## src/rtl/t09_mode_pkg.sv

```systemverilog
// t09_mode_pkg: shared definitions for the mode controller.
//   - mode encodings MODE_0..MODE_2 (encoding 3 is illegal)
//   - FSM state enum state_t
//   - next_mode(): mode successor used when a change is proposed
package t09_mode_pkg;

  localparam logic [1:0] MODE_0 = 2'd0;
  localparam logic [1:0] MODE_1 = 2'd1;
  localparam logic [1:0] MODE_2 = 2'd2;

  typedef enum logic [2:0] {
    IDLE,
    PRESS,
    WAIT_IDLE,
    REQ,
    RELEASE
  } state_t;

  // Cycle 0 -> 1 -> 2 -> 0; the illegal encoding recovers to MODE_1.
  function automatic logic [1:0] next_mode(input logic [1:0] m);
    case (m)
      MODE_0:  return MODE_1;
      MODE_1:  return MODE_2;
      MODE_2:  return MODE_0;
      default: return MODE_1;
    endcase
  endfunction

endpackage

```

## src/rtl/t09_btn_sync.sv

```systemverilog
// t09_btn_sync: 2-flop synchronizer for the raw mode-select button.
// Ports:
//   clk     - sampling clock
//   nrst    - asynchronous active-low reset, clears both flops
//   i_btn   - raw button, asynchronous to clk
//   o_btn_s - synchronized button level (2 clk latency)
module t09_btn_sync (
  input  logic clk,
  input  logic nrst,
  input  logic i_btn,
  output logic o_btn_s
);

  logic r_meta;
  logic r_sync;

  always_ff @(posedge clk or negedge nrst) begin
    if (!nrst) begin
      r_meta <= 1'b0;
      r_sync <= 1'b0;
    end else begin
      r_meta <= i_btn;
      r_sync <= r_meta;
    end
  end

  assign o_btn_s = r_sync;

endmodule

```

## src/rtl/t09_mode_ctrl.sv

```systemverilog
// t09_mode_ctrl: debounced button-driven mode selector with a
// request/ack handshake towards a downstream datapath.
// Ports:
//   clk          - clock, rising edge
//   nrst         - asynchronous active-low reset
//   btn          - raw mode-select button (asynchronous, active-high)
//   busy         - downstream busy; no request is raised while high
//   ack          - downstream accepts pending_mode (only looked at in REQ)
//   err_clr      - pulse clearing the sticky err flag
//   mode         - committed mode
//   pending_mode - proposed mode, valid while mode_req=1
//   mode_req     - change request
//   mode_stb     - one-cycle pulse while the newly committed mode is first visible
//   err          - sticky ack-timeout flag
module t09_mode_ctrl
  import t09_mode_pkg::*;
#(
  parameter int unsigned DEBOUNCE_CYCLES = 16,
  parameter int unsigned TIMEOUT_CYCLES  = 255
) (
  input  logic       clk,
  input  logic       nrst,
  input  logic       btn,
  input  logic       busy,
  input  logic       ack,
  input  logic       err_clr,
  output logic [1:0] mode,
  output logic [1:0] pending_mode,
  output logic       mode_req,
  output logic       mode_stb,
  output logic       err
);

  localparam logic [7:0] DEB_LAST = 8'(DEBOUNCE_CYCLES - 1);
  localparam logic [7:0] TO_LAST  = 8'(TIMEOUT_CYCLES - 1);

  logic       w_btn_s;
  state_t     r_state;
  logic [7:0] r_cnt;
  logic [1:0] r_mode;
  logic [1:0] r_pending;
  logic       r_req;
  logic       r_stb;
  logic       r_err;

  t09_btn_sync u_sync (
    .clk     (clk),
    .nrst    (nrst),
    .i_btn   (btn),
    .o_btn_s (w_btn_s)
  );

  always_ff @(posedge clk or negedge nrst) begin
    if (!nrst) begin
      r_state   <= IDLE;
      r_cnt     <= '0;
      r_mode    <= MODE_1;
      r_pending <= MODE_2;
      r_req     <= 1'b0;
      r_stb     <= 1'b0;
      r_err     <= 1'b0;
    end else begin
      r_stb <= 1'b0;
      // Clear first so that a timeout in the same cycle overrides it below.
      if (err_clr) r_err <= 1'b0;

      case (r_state)
        IDLE: begin
          if (w_btn_s) begin
            r_state <= PRESS;
            r_cnt   <= '0;
          end
        end

        PRESS: begin
          if (!w_btn_s) begin
            r_state <= IDLE;
            r_cnt   <= '0;
          end else if (r_cnt == DEB_LAST) begin
            r_state <= WAIT_IDLE;
            r_cnt   <= '0;
          end else begin
            r_cnt <= r_cnt + 8'd1;
          end
        end

        WAIT_IDLE: begin
          if (!busy) begin
            r_state   <= REQ;
            r_cnt     <= '0;
            r_pending <= next_mode(r_mode);
            r_req     <= 1'b1;
          end
        end

        REQ: begin
          // ack is tested before the timeout so a last-cycle ack still commits.
          if (ack) begin
            r_mode  <= r_pending;
            r_stb   <= 1'b1;
            r_req   <= 1'b0;
            r_state <= RELEASE;
            r_cnt   <= '0;
          end else if (r_cnt == TO_LAST) begin
            r_err   <= 1'b1;
            r_req   <= 1'b0;
            r_state <= RELEASE;
            r_cnt   <= '0;
          end else begin
            r_cnt <= r_cnt + 8'd1;
          end
        end

        RELEASE: begin
          // Any high sample restarts the release debounce, so a held
          // button can never produce a second request.
          if (w_btn_s) begin
            r_cnt <= '0;
          end else if (r_cnt == DEB_LAST) begin
            r_state <= IDLE;
            r_cnt   <= '0;
          end else begin
            r_cnt <= r_cnt + 8'd1;
          end
        end

        default: begin
          r_state <= IDLE;
          r_cnt   <= '0;
          r_req   <= 1'b0;
        end
      endcase
    end
  end

  assign mode         = r_mode;
  assign pending_mode = r_pending;
  assign mode_req     = r_req;
  assign mode_stb     = r_stb;
  assign err          = r_err;

endmodule

```

## config.mk

```make
export PLATFORM = sky130hd
export DESIGN_NAME = t09_mode_ctrl
export DESIGN_NICKNAME = d
export VERILOG_FILES = /design/src/rtl/t09_mode_pkg.sv /design/src/rtl/t09_btn_sync.sv /design/src/rtl/t09_mode_ctrl.sv
export SDC_FILE = /design/constraint.sdc
export NUM_CORES = 1
export LEC_CHECK = 0
export CAP_MARGIN = 0
export CORE_MARGIN = 5
export CORE_UTILIZATION = 30
export DETAILED_ROUTE_END_ITERATION = 10
export SLEW_MARGIN = 20
export SYNTH_ARGS = -nofsm -noshare
export SYNTH_HDL_FRONTEND = slang
export SYNTH_HIERARCHICAL = 1
export SYNTH_SLANG_ARGS = --single-unit
export TNS_END_PERCENT = 100
```

## constraint.sdc

```tcl
create_clock -name clk -period 3.6 [get_ports clk]
set_input_delay 0.36 -clock clk [delete_from_list [all_inputs] [get_ports clk]]
set_output_delay 0.36 -clock clk [all_outputs]
set_load 0.02 [all_outputs]
```

Word-level counts from Yosys, hierarchy flattened
Cells that the tools add are included.
- bitwise gates (word level): 2
- $add $sub $neg: 1
- multiplexer cells: 28
- eq/ne operators: 14
- reduce and logical (&&, ||, !) cells: 7
- operators with widths (kind ; count):
    $mux W8 ; 7
    $pmux W8 S5 ; 1
    $mux W3 ; 8
    $pmux W3 S5 ; 1
    $mux W1 ; 9
    $add A8 B1 Y8 const B ; 1
    $eq A8 B4 Y1 const B ; 1
    $eq A8 B8 Y1 const B ; 1
    $eq A3 B2 Y1 const B ; 2
    $ne A2 B2 Y1 const B ; 3
    $ne A3 B3 Y1 const B ; 2
    $reduce_and A2 Y1 ; 3
    $reduce_and A6 Y1 ; 1
    $pmux W2 S2 ; 1
    $eq A3 B1 Y1 const B ; 1
    $eq A3 B3 Y1 const B ; 1
    $logic_not A3 Y1 ; 1
    $pmux W1 S3 ; 1
    $reduce_and A3 Y1 ; 1
    $reduce_or A3 Y1 ; 1
    $eq A2 B1 Y1 const B ; 1
    $eq A2 B2 Y1 const B ; 1
    $ne A2 B1 Y1 const B ; 1
    $not A1 Y1 ; 2
- bits of input ports: 6
- logic and storage cells: 61
- register bits after elaboration: 20
- output and inout bits: 7

Longest topological paths before layout
Gate-level depths: netlist of run 1.
- word-level depth: 4
- depth in mapped cells: 7

Cells and area by module
The synthesis of run 1 kept the hierarchy.
- modules (own cells, without submodules) (module ; area each (um^2) ; cells an instance ; times used ; seq. area each (um^2)):
    t09_mode_ctrl ; 1048.5 ; 102 ; 1 ; 452.9
    t09_btn_sync ; 50.0 ; 2 ; 1 ; 50.0

Worst setup path after synthesis of run 1
No wires, ideal clock.
- path type: reg-to-reg
- from: register r_cnt[0]
- to: register r_cnt[2]
- required time: 3530 ps
- arrival: 1573 ps
- cell stages (with the launch flop): 8
- clock period less this slack: 1643 ps
- setup slack: 1957 ps
- cells stage by stage: dfrtp_1 -> inv_1 -> ha_1 -> and4_1 -> a211oi_2 -> buf_2 -> o311ai_0 -> nand3_1
- word-level cells in the longest chain between the ends: 4
- ends and longest elaborated chain (what ; RTL line ; RTL):
    start: declaration ; t09_mode_ctrl.sv:39 ; logic [7:0] r_cnt;
    start signal: assignment ; t09_mode_ctrl.sv:83 ; r_cnt <= r_cnt + 8'd1;
    start signal: assignment ; t09_mode_ctrl.sv:110 ; r_cnt <= r_cnt + 8'd1;
    start signal: assignment ; t09_mode_ctrl.sv:123 ; r_cnt <= r_cnt + 8'd1;
    $add A8 B1 Y8 (tied with other cells) ; t09_mode_ctrl.sv:83, t09_mode_ctrl.sv:110, t09_mode_ctrl.sv:123 ;
    $mux W8, on equally long branches ; t09_mode_ctrl.sv:79, t09_mode_ctrl.sv:119, t09_mode_ctrl.sv:104 ;
    $mux W8, on equally long branches ; t09_mode_ctrl.sv:117, t09_mode_ctrl.sv:76, t09_mode_ctrl.sv:98 ;
    $pmux W8 S5 (*) ; t09_mode_ctrl.sv:67 ; case (r_state)
Mark *: on every way between the ends. The rest lies on a longest branch, timed or not.
A chain may end at the register's enable or synchronous reset.

Worst setup path in the final report of run 1
- from: register r_cnt[0]
- to: register r_cnt[6]
Same word-level chain as after synthesis.

==> out/qor.yml, run 1 <==
status: "completed"
wl_per_cell_um: 14.6
worst_pin_slew_ns: 0.942
final-instance-count-excl-fill: 164
reg2reg_to: "r_cnt[6]"
yosys_warnings: 6
cp-end-kind: "flop"
ant_nets: 0
cts_tree: "yes"
clkTransAtPathRegs_ns: 0.08
pwr_density_cell_nw_per_um2: 691
placementRows: 22
maxSlewHeadroom: 0.370
clock_latency_ns: 0.26
finalSetupViolCount: 0
skew_ns: 0.00253
power.share.switching: 0.359
place_ws_ns: 1.58
final_util: 0.366
drt_iter0_drc: 79
clockRootBuffer: "clkbuf_8"
start_kind: "flop"
postCtsResizedCells: 0
cts_setup_buffers: 0
setup_tns_ns: 0
r2r_slack_ns: 1.57
endpoint: "r_cnt[6]"
drtPass1Iterations: 4
vias: 865
io_pins: 13
dieArea_sq_um: 4970
power.total_mw: 0.913
layout-drive-gt1-share: 0.155
synthTopCellsByCount: "dfrtp_1 (18), nand2_1 (12), inv_1 (6), nor2_1 (6), o31ai_1 (6)"
antenna_found_initial: 0
antenna_cells: 0
synth_fp_nets: 113
drt-vias-per-instance: 5.27
ys_ff_latch: 20
synth.most_common_cell: "dfrtp_1"
critPathLaunch: "r_cnt[0]"
numCtsBuffers: 3
hp-class: "reg2reg"
layout_min_cycle_time_ns: 2.03
htreeDepth: 1
period_share: 0.565
syn2layout_area_growth_pct: 20.3
avgSynthCellArea_sq_um: 10.6
netlist_area_sq_um: 1100
cts_max_path_buffers: 2
r2r_cells: 6
seqPwrFrac: 0.393
worstPathMaxFanout: 11
power.internal_mw: 0.585
portBuffers: 12
p_leak_nw: 0.537
cts_num_sinks: 20
pwr-share-clk: 0.247
rsz0062_at_grt: "no"
cap_violations: 0
slew_viol_final: 0
synth.top_cell.area_share: 0.410
synth_flop_cell: "dfrtp_1"
yosys.area.top_type: "dfrtp_1"
r2r-start: "r_cnt[0]"
worst_slack_ns: 1.57
grt_first_pass_wirelength_mm: 4.11
ys_types: 42
synthCells: 104
grt_overflow: 0
dp.cells: 160
die_w_um: 70.5
grt.total_usage: 0.105
arrival_ns: 2.21
nNetsFinal: 126
synth_edf_count: 0
hold_viol_final: 0
core_sq_um: 3610
combPwrFrac: 0.360
drc: 0
grt_max_degree: 21
dp_hpwl_mm: 1.70
cts.hold.buffers_added: 0
finalWirelength_mm: 2.40
fp.dieH_um: 70.5
vdd.ir_drop.worst_uv: 203
start_util: 0.305
gp_congestion: 0.823
synth_area_leaders: "dfrtp_1 (41%), dfstp_2 (4.8%), nand2_1 (4.1%), o31ai_1 (4.1%), a211oi_2 (3.4%)"
synth_seq_area_share: 0.458
worstPathRequired_ns: 3.78
synth-async-reset-ratio: 1.00
critPathKind: "reg2reg"
grt_pass1_vias: 848
fmax_ghz: 0.492
p_sw_mw: 0.328
per-stage QoR:
stage                     hold slack [ns]  area [sq um]
after global routing                0.363          1320
after detailed placement            0.339          1250
after CTS                           0.357          1320
after floorplan                    0.0644          1100
after global placement              0.335          1250
final                               0.354          1320
metal layers:
metal	GRT usage	share of wire	routed length, um	vias to the layer above
met5	0	0	0	-
met1	0.136	0.45	1070	430
met4	0.0702	0.030	73	0
met3	0.0216	0.044	106	5
li1	-	-	-	414
met2	0.158	0.48	1150	16
state kept, by name (all words and copies together), names as in the netlist:
name / flops
mode: 2
u_sync/r_meta: 1
r_cnt: 8
pending_mode: 2
mode_req: 1
u_sync/o_btn_s: 1
err: 1
r_state: 3
mode_stb: 1
layout make-up:
class | instances | area [sq um]
clock inverters | 1 | 30.0
fillers | 351 | 2280
inverters | 6 | 22.5
well taps | 48 | 60.1
repair buffers | 12 | 120
clock buffers | 3 | 41.3
flip-flops and latches | 20 | 503
multi-input cells | 74 | 544
power groups by stage:
| stage | Sequential [mW] | Clock, mW | Combinational [mW] |
|---|---|---|---|
| after floorplan | 0.354 | 0 | 0.235 |
| after global placement | 0.357 | 0 | 0.324 |
| after detailed placement | 0.362 | 0 | 0.329 |
| after CTS | 0.358 | 0.230 | 0.331 |
| after global routing | 0.369 | 0.241 | 0.360 |
| final | 0.358 | 0.225 | 0.329 |
kinds of logic after synthesis:
| kind of cell | Yosys count | synth area share |
|---|---|---|
| AO/OA/AOI/OAI | 28 | 0.206 |
| buffers and inverters | 10 | 0.0467 |
| multiplexers | 3 | 0.0296 |
| flip-flops | 20 | 0.458 |
| adder cells (fa/ha/maj) | 3 | 0.0342 |
| AND/OR/NAND/NOR | 40 | 0.226 |
how the worst min path moves through the flow:
stage | start | endpoint | slack [ns] | cells past startpoint
CTS | u_sync/r_meta | u_sync/o_btn_s | 0.36 | 0
global placement | u_sync/r_meta | u_sync/o_btn_s | 0.33 | 0
global route | u_sync/r_meta | u_sync/o_btn_s | 0.36 | 0
floorplan | nrst | err | 0.06 | 0
finish | u_sync/r_meta | u_sync/o_btn_s | 0.35 | 0
detailed placement | u_sync/r_meta | u_sync/o_btn_s | 0.34 | 0
critical path, cell delays in order (launching register included):
cell	delay [ns]
dfrtp_1	0.42
inv_1	0.07
ha_1	0.20
and4_1	0.22
a211oi_2	0.69
nor4_4	0.13
a211oi_2	0.22
cell usage in the layout, fill, tap and decap left out, types with 2 or more instances in the layout:
cell type        synthesis  routed
clkbuf_8                 0       3
a211oi_2                 3       3
inv_1                    6       6
dfrtp_1                 18      18
nand3_1                  3       3
nand2_1                 12      12
o32ai_1                  2       2
ha_1                     3       3
nor2_1                   6       6
mux2_2                   2       2
o31ai_1                  6       6
clkdlybuf4s50_1          0      12
nor3_1                   3       3
and3_1                   2       2
o21ai_1                  2       2
dfstp_2                  2       2
o311ai_0                 2       2
o21ai_0                  4       4
nor3_2                   2       2
Note: power is estimated with default switching activity, not from simulation.
==> inputs of run 2 (changes only) <==
Clock period 3.6 ns to 1.7 ns, I/O delays scaled along.
==> run 2 against run 1 <==
The flow now finishes with violations (setup timing). Non-clock buffer count increased by 19. Design area increased by 13%. Worst setup slack got worse by 1.6 ns. Critical endpoint unchanged. Register-to-register slack got worse by 1.6 ns. Global-route usage increased by 0.99 points. Sequential share of layout area decreased by 4.1 points.
==> out/qor.yml, run 2 (synthesis gave the netlist of run 1 again) <==
status: "complete, but fails checks"
violations: "setup timing"
final-instance-count-excl-fill: 183
final_common_cell: "buf_4"
r2r-start: "r_state[1]"
hold_viol_final: 0
maxSlewHeadroom: 0.780
arrival_ns: 1.94
layout_min_cycle_time_ns: 1.76
clkTransAtPathRegs_ns: 0.08
drtPass1Iterations: 4
cp-end-kind: "flop"
finalWirelength_mm: 2.71
grt_max_degree: 21
layout-drive-gt1-share: 0.311
finalSetupViolCount: 3
vias: 957
p_leak_nw: 0.636
placementRows: 22
fmax_ghz: 0.569
largestRegisters: "r_cnt: 8 flops, r_state: 3 flops"
numCtsBuffers: 3
start_kind: "flop"
period_share: 1.03
fp.dieH_um: 70.5
vdd.ir_drop.worst_uv: 424
core_sq_um: 3610
start_util: 0.305
worst_pin_slew_ns: 0.326
htreeDepth: 1
layout_common_cells: "buf_4 (19), dfrtp_1 (15), nand2_1 (12), clkdlybuf4s50_1 (12)"
cts_max_path_buffers: 2
grt_first_pass_wirelength_mm: 4.49
slowest_stage: "or4b_4"
dp_hpwl_mm: 1.93
crit_buf_inv: 1
nNetsFinal: 145
clockRootBuffer: "clkbuf_8"
worstPathMaxFanout: 7
largest_reg_flops: 8
grt.total_usage: 0.115
drc: 0
worst_slack_ns: -0.0575
gp_congestion: 0.891
cts_num_sinks: 20
clock_latency_ns: 0.26
antenna_found_initial: 0
slew_viol_final: 0
drt_iter0_drc: 65
die_w_um: 70.5
dieArea_sq_um: 4970
r2r_slack_ns: -0.06
final_util: 0.414
grt_pass1_vias: 921
cpPeakStageDelay_ns: 0.57
ant_nets: 0
antenna_cells: 0
cts_tree: "yes"
path_cells: "or4b_4, a21oi_4, nor4_4, buf_4, a211oi_2"
portBuffers: 12
top_register: "r_cnt"
critPathKind: "reg2reg"
post-route-cell-area_sq_um: 1490
syn2layout_area_growth_pct: 35.9
hp-class: "in2async"
wl_per_cell_um: 14.8
cap_violations: 0
rsz0062_at_grt: "yes"
grt_overflow: 0
io_pins: 13
critPathLaunch: "r_state[1]"
pwr_density_cell_nw_per_um2: 1460
drt-vias-per-instance: 5.23
skew_ns: 0.00199
worstPathRequired_ns: 1.88
placed_area_sq_um: 1340
path_delay_family: "simple AND/OR/NAND/NOR gates"
holdWs_ns: 0.235
dp.cells: 172
power.total_mw: 2.18
-- run 2: path summary, 6_finish.rpt --
path                                  end  cells past startpoint
min                              r_cnt[4]                      2
max in group asynchronous         mode[0]                      2
max                              r_cnt[6]                      5
min reg2reg                u_sync/o_btn_s                      0
max reg2reg                      r_cnt[6]                      5
min in group clk            u_sync/r_meta                      1
-- run 2: report_power, final --
| group | total [mW] | internal, mW | switching (mW) |
|---|---|---|---|
| logic | 0.965 | 0.502 | 0.463 |
| registers | 0.731 | 0.609 | 0.122 |
| clock network | 0.488 | 0.315 | 0.173 |
| total | 2.18 | 1.43 | 0.759 |
-- run 2: repair_timing --
action	CTS	global route
setup endpoints to repair	5	9
hold buffers	0	0
pin swaps	4	1
hold endpoints to repair	0	0
setup buffers	3	5
resized for setup	3	6
-- run 2: layout make-up --
| cell class | count | area [sq um] |
|---|---|---|
| Tap cell | 48 | 60.1 |
| Multi-Input combinational cell | 74 | 569 |
| Clock inverter | 1 | 30.0 |
| Clock buffer | 3 | 41.3 |
| Timing Repair Buffer | 31 | 263 |
| Sequential cell | 20 | 507 |
| Fill cell | 346 | 2110 |
| Inverter | 6 | 22.5 |
-- run 2: layer usage --
| metal | wire, um | GRT usage | up-vias | part of all wire |
|---|---|---|---|---|
| met4 | 59 | 0.0681 | 0 | 0.022 |
| met1 | 1140 | 0.149 | 461 | 0.42 |
| met3 | 138 | 0.0216 | 8 | 0.051 |
| met5 | 0 | 0 | - | 0 |
| met2 | 1370 | 0.178 | 36 | 0.50 |
| li1 | - | - | 452 | - |
-- run 2: through the flow --
step | worst slack [ns] | TNS (ns)
floorplan | 0.0571 | 0
global placement | -0.0419 | -0.0818
detailed placement | -0.0935 | -0.272
CTS | 0.00235 | 0
global route | -0.0963 | -0.430
finish | -0.0575 | -0.0781
